<file path="src/rtl/benes_cfg_streamer.sv">
// benes_cfg_streamer: transmit side of the Benes switch-configuration link.
// Holds a table of switch-control words and streams them onto s_sig with a
// valid/ready handshake while holding configure high, then waits for the
// receiver's done and reports completion and the elapsed cycle count.
//
// Optional feature macro: BENES_CFG_TIMEOUT_EN
//   defined   -> DRAIN gives up after TIMEOUT cycles, sets err, pulses done
//   undefined -> DRAIN waits for done_in indefinitely (no timeout counter)
//
// state  | meaning
// -------+-------------------------------------------------------------
// IDLE   | waiting for start; table writable
// STREAM | configure=1, s_valid=1, one word per accepted handshake
// DRAIN  | all words sent, configure=1, waiting for receiver done_in
// DONE   | one-cycle done pulse, configure=0, back to IDLE
module benes_cfg_streamer #(
  parameter int SW      = 10,
  parameter int DEPTH   = 32,
  parameter int AW      = 5,
  parameter int TIMEOUT = 64
) (
  input  logic          clk_sig,
  input  logic          rst_n,
  input  logic          wr_en,
  input  logic [AW-1:0] wr_addr,
  input  logic [SW-1:0] wr_data,
  input  logic          start,
  input  logic [AW:0]   len,
  output logic [SW-1:0] s_sig,
  output logic          s_valid,
  input  logic          s_ready,
  output logic          configure,
  input  logic          done_in,
  output logic          done,
  output logic          busy,
  output logic          err,
  output logic [31:0]   n_c
);

  typedef enum logic [1:0] {
    ST_IDLE   = 2'd0,
    ST_STREAM = 2'd1,
    ST_DRAIN  = 2'd2,
    ST_DONE   = 2'd3
  } state_t;

  // Reject parameter sets the address/timeout logic cannot represent.
  if (DEPTH > (1 << AW) || DEPTH < 1 || TIMEOUT < 1) begin : g_bad_param
    $error("benes_cfg_streamer: DEPTH must fit in AW bits and TIMEOUT must be >= 1");
  end

  state_t          state_q, state_d;
  logic [AW:0]     len_q, len_d;
  logic [AW-1:0]   idx_q, idx_d;
  logic [SW-1:0]   s_sig_q, s_sig_d;
  logic            early_q, early_d;
  logic            err_q, err_d;
  logic [31:0]     n_c_q, n_c_d;
  logic [SW-1:0]   mem_q [DEPTH];

  logic [AW:0]     len_clamp;
  logic            last_word;
  logic [31:0]     n_c_inc;

`ifdef BENES_CFG_TIMEOUT_EN
  localparam int TW = $clog2(TIMEOUT + 1);
  logic [TW-1:0]   tmo_q, tmo_d;
`endif

  assign len_clamp = (len > (AW+1)'(DEPTH)) ? (AW+1)'(DEPTH) : len;
  assign last_word = ({1'b0, idx_q} == (len_q - (AW+1)'(1)));
  assign n_c_inc   = (n_c_q == 32'hFFFF_FFFF) ? n_c_q : n_c_q + 32'd1;

  // Next-state, datapath updates and the error flag.
  always_comb begin
    state_d = state_q;
    len_d   = len_q;
    idx_d   = idx_q;
    s_sig_d = s_sig_q;
    early_d = early_q;
    err_d   = err_q;
    n_c_d   = n_c_q;
`ifdef BENES_CFG_TIMEOUT_EN
    tmo_d   = tmo_q;
`endif

    case (state_q)
      ST_IDLE: begin
        if (start) begin
          len_d   = len_clamp;
          idx_d   = '0;
          s_sig_d = mem_q[0];
          early_d = 1'b0;
          err_d   = 1'b0;
          // The start cycle itself counts toward n_c.
          n_c_d   = 32'd1;
          state_d = (len_clamp == '0) ? ST_DONE : ST_STREAM;
        end
      end

      ST_STREAM: begin
        n_c_d = n_c_inc;
        if (done_in) early_d = 1'b1;
        if (s_ready) begin
          if (last_word) begin
            // A done_in arriving on the final handshake also counts as early.
            state_d = (early_q || done_in) ? ST_DONE : ST_DRAIN;
`ifdef BENES_CFG_TIMEOUT_EN
            tmo_d   = TW'(TIMEOUT - 1);
`endif
          end else begin
            idx_d   = idx_q + AW'(1);
            s_sig_d = mem_q[idx_q + AW'(1)];
          end
        end
      end

      ST_DRAIN: begin
        n_c_d = n_c_inc;
        if (done_in) begin
          state_d = ST_DONE;
`ifdef BENES_CFG_TIMEOUT_EN
        end else if (tmo_q == '0) begin
          state_d = ST_DONE;
          err_d   = 1'b1;
        end else begin
          tmo_d   = tmo_q - TW'(1);
`endif
        end
      end

      ST_DONE: begin
        state_d = ST_IDLE;
      end

      default: state_d = ST_IDLE;
    endcase

    // Table writes are only honoured in IDLE; anything else is flagged.
    if (wr_en && (state_q != ST_IDLE)) err_d = 1'b1;
  end

  // Control and datapath registers with synchronous active-low reset.
  always_ff @(posedge clk_sig) begin
    if (!rst_n) begin
      state_q <= ST_IDLE;
      len_q   <= '0;
      idx_q   <= '0;
      s_sig_q <= '0;
      early_q <= 1'b0;
      err_q   <= 1'b0;
      n_c_q   <= '0;
`ifdef BENES_CFG_TIMEOUT_EN
      tmo_q   <= '0;
`endif
    end else begin
      state_q <= state_d;
      len_q   <= len_d;
      idx_q   <= idx_d;
      s_sig_q <= s_sig_d;
      early_q <= early_d;
      err_q   <= err_d;
      n_c_q   <= n_c_d;
`ifdef BENES_CFG_TIMEOUT_EN
      tmo_q   <= tmo_d;
`endif
    end
  end

  // Switch-word table; contents deliberately survive reset.
  always_ff @(posedge clk_sig) begin
    if (wr_en && (state_q == ST_IDLE)) mem_q[wr_addr] <= wr_data;
  end

  assign s_sig     = s_sig_q;
  assign s_valid   = (state_q == ST_STREAM);
  assign configure = (state_q == ST_STREAM) || (state_q == ST_DRAIN);
  assign done      = (state_q == ST_DONE);
  assign busy      = (state_q != ST_IDLE);
  assign err       = err_q;
  assign n_c       = n_c_q;

endmodule
</file>
<file path="config.mk">
export PLATFORM = sky130hd
export DESIGN_NAME = benes_cfg_streamer
export DESIGN_NICKNAME = d
export VERILOG_FILES = /design/src/rtl/benes_cfg_streamer.sv
export SDC_FILE = /design/constraint.sdc
export NUM_CORES = 1
export LEC_CHECK = 0
export CAP_MARGIN = 15
export CORE_ASPECT_RATIO = 0.9
export CORE_UTILIZATION = 55
export DETAILED_ROUTE_END_ITERATION = 10
export PLACE_DENSITY = 0.74
export SLEW_MARGIN = 20
export SYNTH_ARGS = -nofsm -noshare
export SYNTH_HDL_FRONTEND = slang
export SYNTH_SLANG_ARGS = --single-unit
</file>
<file path="constraint.sdc">
create_clock -name clk_sig -period 3.19 [get_ports clk_sig]
set_clock_uncertainty 0.2 [all_clocks]
set_input_delay 0.638 -clock clk_sig [delete_from_list [all_inputs] [get_ports clk_sig]]
set_output_delay 0.638 -clock clk_sig [all_outputs]
set_load 0.05 [all_outputs]
</file>
==> metrics.md <==
| Metric | Value |
|---|---|
| Outcome | finished with violations |
| Violated checks | DRC |
| Clock tree from TritonCTS | built |
| Final min period | 3.11 ns |
| Family of cells with the greatest summed delay on the critical path | buffers and inverters |
| Part of the cycle the worst path needs | 0.975 |
| Total via count in the routed design | 9,526 |
| Placed standard-cell area | 17,100 µm² |
| Gr ovfl total | 0 |
| Pin count of the biggest net entering global routing | between 40 and 50 |
| Most common library cell in the layout ignoring fill and taps | sky130_fd_sc_hd__edfxtp_1 |
| Clock sinks | 377 |
| Critical-path top delay cell | sky130_fd_sc_hd__clkdlybuf4s50_1 |
| Hold crit path type | flip-flop to flip-flop |
| Setup Slack @ Placement | 0.296 ns |
| Worst-path cell chain | inv_1 > ha_1 > clkdlybuf4s50_1 |
| Number of global-route vias before repair | 9,436 |
| Total CTS buffers | 38 |
| Overall die width | 179 µm |
| Buffer type at the clock tree root | sky130_fd_sc_hd__clkbuf_16 |
| Final cell utilization of the core | 0.659 |
| DP HPWL | 22.6 mm |
| Largest stage delay on the critical path | 0.88 ns |
| DRC | 20 |
| First-pass GRT wire length | approximately 55 mm |
| Row count | between 50 and 60 |
| Clock transition at the registers of the reported paths | 0.06 ns |
| Synthesis-stage register bit count | 377 |
| Share of Yosys cell area claimed by the top area cell type | 0.616 |
| Synth Instances | 1,025 |
| Effective utilization at floorplan | 0.558 |
| Critical path launch point type | flip-flop |
| Post-synth top area cell | sky130_fd_sc_hd__edfxtp_1 |
| Share of layout cells above drive strength 1 | 0.177 |
| Relative max-transition margin | 0.419 |
| Most frequent cells in the layout | sky130_fd_sc_hd__edfxtp_1 (320), sky130_fd_sc_hd__nand2_1 (91), sky130_fd_sc_hd__nor2_1 (78) |
| Max-slew violation count | 0 |
| Count of fill cells added during filler insertion | around 1,900 |
| Number of violations of the max-capacitance limit | 0 |
| Clk Latency, worst-skew pair | 0.53 ns |
| Core Area | 27,900 µm² |
| Non-filler instance count after layout | 1,551 |
| Synth Warn # | 0 |
| Buffers inserted during post-CTS setup optimization | 0 |
| Drt first pass iters | 9 |
| Final hold violation count | 0 |
| Final-layout worst hold slack | about 0.28 ns |
| Global placement routability congestion | 0.852 |
| Number of nets in the synthesized netlist | 1,060 |
| Largest voltage drop on the vdd net | around 0.00076 V |
| Final net count | 1,197 |
| Cell area after layout | 18,400 µm² |
| Aggregate negative setup slack | 0 ns |
| Cell Pwr Density | approximately 670 nW/µm² |
| Distinct cell type count after synthesis | 70 |
| Antenna Cells | 0 |
| Final setup violation count | 0 |
| Number of I/O port buffers | 73 |
| Iteration-0 DRC Markers | between 900 and 1,000 |
| WP data required | 2.35 ns |
| CTS Buffer Depth | 3 |
| Total leakage power | 5.94 nW |
| Critical path type | flip-flop to output pin |
| Number of antenna violations at the first check in global routing | 0 |
| Sequential fraction of the synthesis area | 0.689 |
| Number of synthesized flops with an enable pin | 320 |
| Number of instances in the placed design | 1,482 |
| Top cells by area in the synthesized netlist | sky130_fd_sc_hd__edfxtp_1 (62%), sky130_fd_sc_hd__dfxtp_1 (7.3%), sky130_fd_sc_hd__mux4_2 (6.6%), sky130_fd_sc_hd__nand2_1 (2.2%), sky130_fd_sc_hd__mux2i_1 (2.2%) |
| Most used flip-flop cell after synthesis | sky130_fd_sc_hd__edfxtp_1 |
| Growth of design area from synthesis to finish | 18.1% |
| Power Total | ~12 mW |
| DRT Wirelength | 35.7 mm |
| Async S/R FF share, synth | 0 |
| Routed Antenna Nets | 0 |
| Post-cts hold buffer count | 0 |
| Overall routing resource usage | 0.250 |
| I/O pin total | 74 |
| Crit-path max FO | 9 |
| Die height | 162 µm |
| Area of the mapped netlist | between 15,000 and 20,000 µm² |
| Unrepaired setup endpoints after global routing | false |
| Final Worst Setup Slack | 0.0789 ns |
| Area enclosed by the die boundary | roughly 29,000 µm² |
| Ratio of routed vias to standard cells | 6.14 |
| Routed wirelength normalized by instance count | about 23 µm |
| Buffering stage count on the worst path with inverters included | 2 |
| Synth Area per Inst | 15.2 µm² |
| Kind of capture point of the worst setup path | output pin |
| Data arrival time of the worst path | 2.27 ns |
| Maximum clock frequency | between 0.3 and 0.4 GHz |
| Transition time of the tightest slew-check pin | 0.863 ns |
| H-tree depth | 2 |
## cell usage after synthesis, drive strengths merged (13+ instances only)
cell type / n
dfxtp: 57
a221oi: 13
nand3: 46
nand4: 20
buf: 35
nand2: 92
clkbuf: 13
a22oi: 16
xor2: 17
o21ai: 21
mux4: 46
nor2: 78
a21oi: 32
a31oi: 14
xnor2: 13
mux2i: 34
edfxtp: 320
inv: 13
## worst paths after layout
check                  start       end  slack (ns)  cells after the start
setup / recovery  state_q[1]   s_valid        0.08                      3
hold / removal      len_q[5]  len_q[5]        0.28                      2
setup reg to reg  state_q[0]   n_c[24]        0.23                      7
hold reg to reg     len_q[5]  len_q[5]        0.28                      2
## flip-flops by register name, indices dropped and copies added (netlist names)
signal	cells
idx_q	5
early_q	1
state_q	2
n_c	32
s_sig	10
err	1
mem_q	320
len_q	6
## worst register-to-register path: cells and delay by family, from the launching register on
family,cells,cell delay [ns]
AOI/OAI and AO/OA,3,1.03
adders and majority gates,1,0.56
buffers and inverters,1,0.12
DFF,1,0.36
and+or+nand+nor,2,0.63
## timing repair
item,4_1_cts,5_1_grt
gates resized for setup,2,0
hold endpoints to repair,0,0
endpoints found under the setup margin,2,0
## cell families (layout without fill, tap and decap cells)
| group | after synthesis | after routing | share of synthesized area |
|---|---|---|---|
| simple gates | 316 | 316 | 0.101 |
| flops | 377 | 377 | 0.689 |
| mux | 91 | 91 | 0.0962 |
| fa+ha+maj | 8 | 8 | 0.00642 |
| compound gates | 142 | 142 | 0.0657 |
| buf+inv | 61 | 227 | 0.0228 |
| xor+xnor | 30 | 30 | 0.0185 |
## where the power goes
part           internal [mW]  leakage (nW)  switching, mW
registers               5.48          3.34         0.0855
clock network           2.88         0.643           1.85
logic                  0.697          1.96           1.39
total                   9.05          5.94           3.32
## metal layers
layer | GRT usage | vias to the layer above | part of all wire | routed length, µm
met1 | 0.350 | 4756 | 0.41 | 14700
li1 | - | 4283 | - | -
met2 | 0.406 | 427 | 0.47 | 16900
met4 | 0.0780 | 0 | 0.026 | 923
met3 | 0.0422 | 60 | 0.090 | 3220
met5 | 0 | - | 0 | 0
## layout make-up
class / instances / area, µm² / share of cell area
Inverter: 13 / 48.8 / 0.00265
Tap cell: 360 / 450 / 0.0245
Multi-Input combinational cell: 587 / 4520 / 0.245
Clock inverter: 20 / 302 / 0.0164
Clock buffer: 49 / 1030 / 0.0561
Timing Repair Buffer: 145 / 1320 / 0.0716
Sequential cell: 377 / 10800 / 0.584
Power figures use the tool's default switching activity.
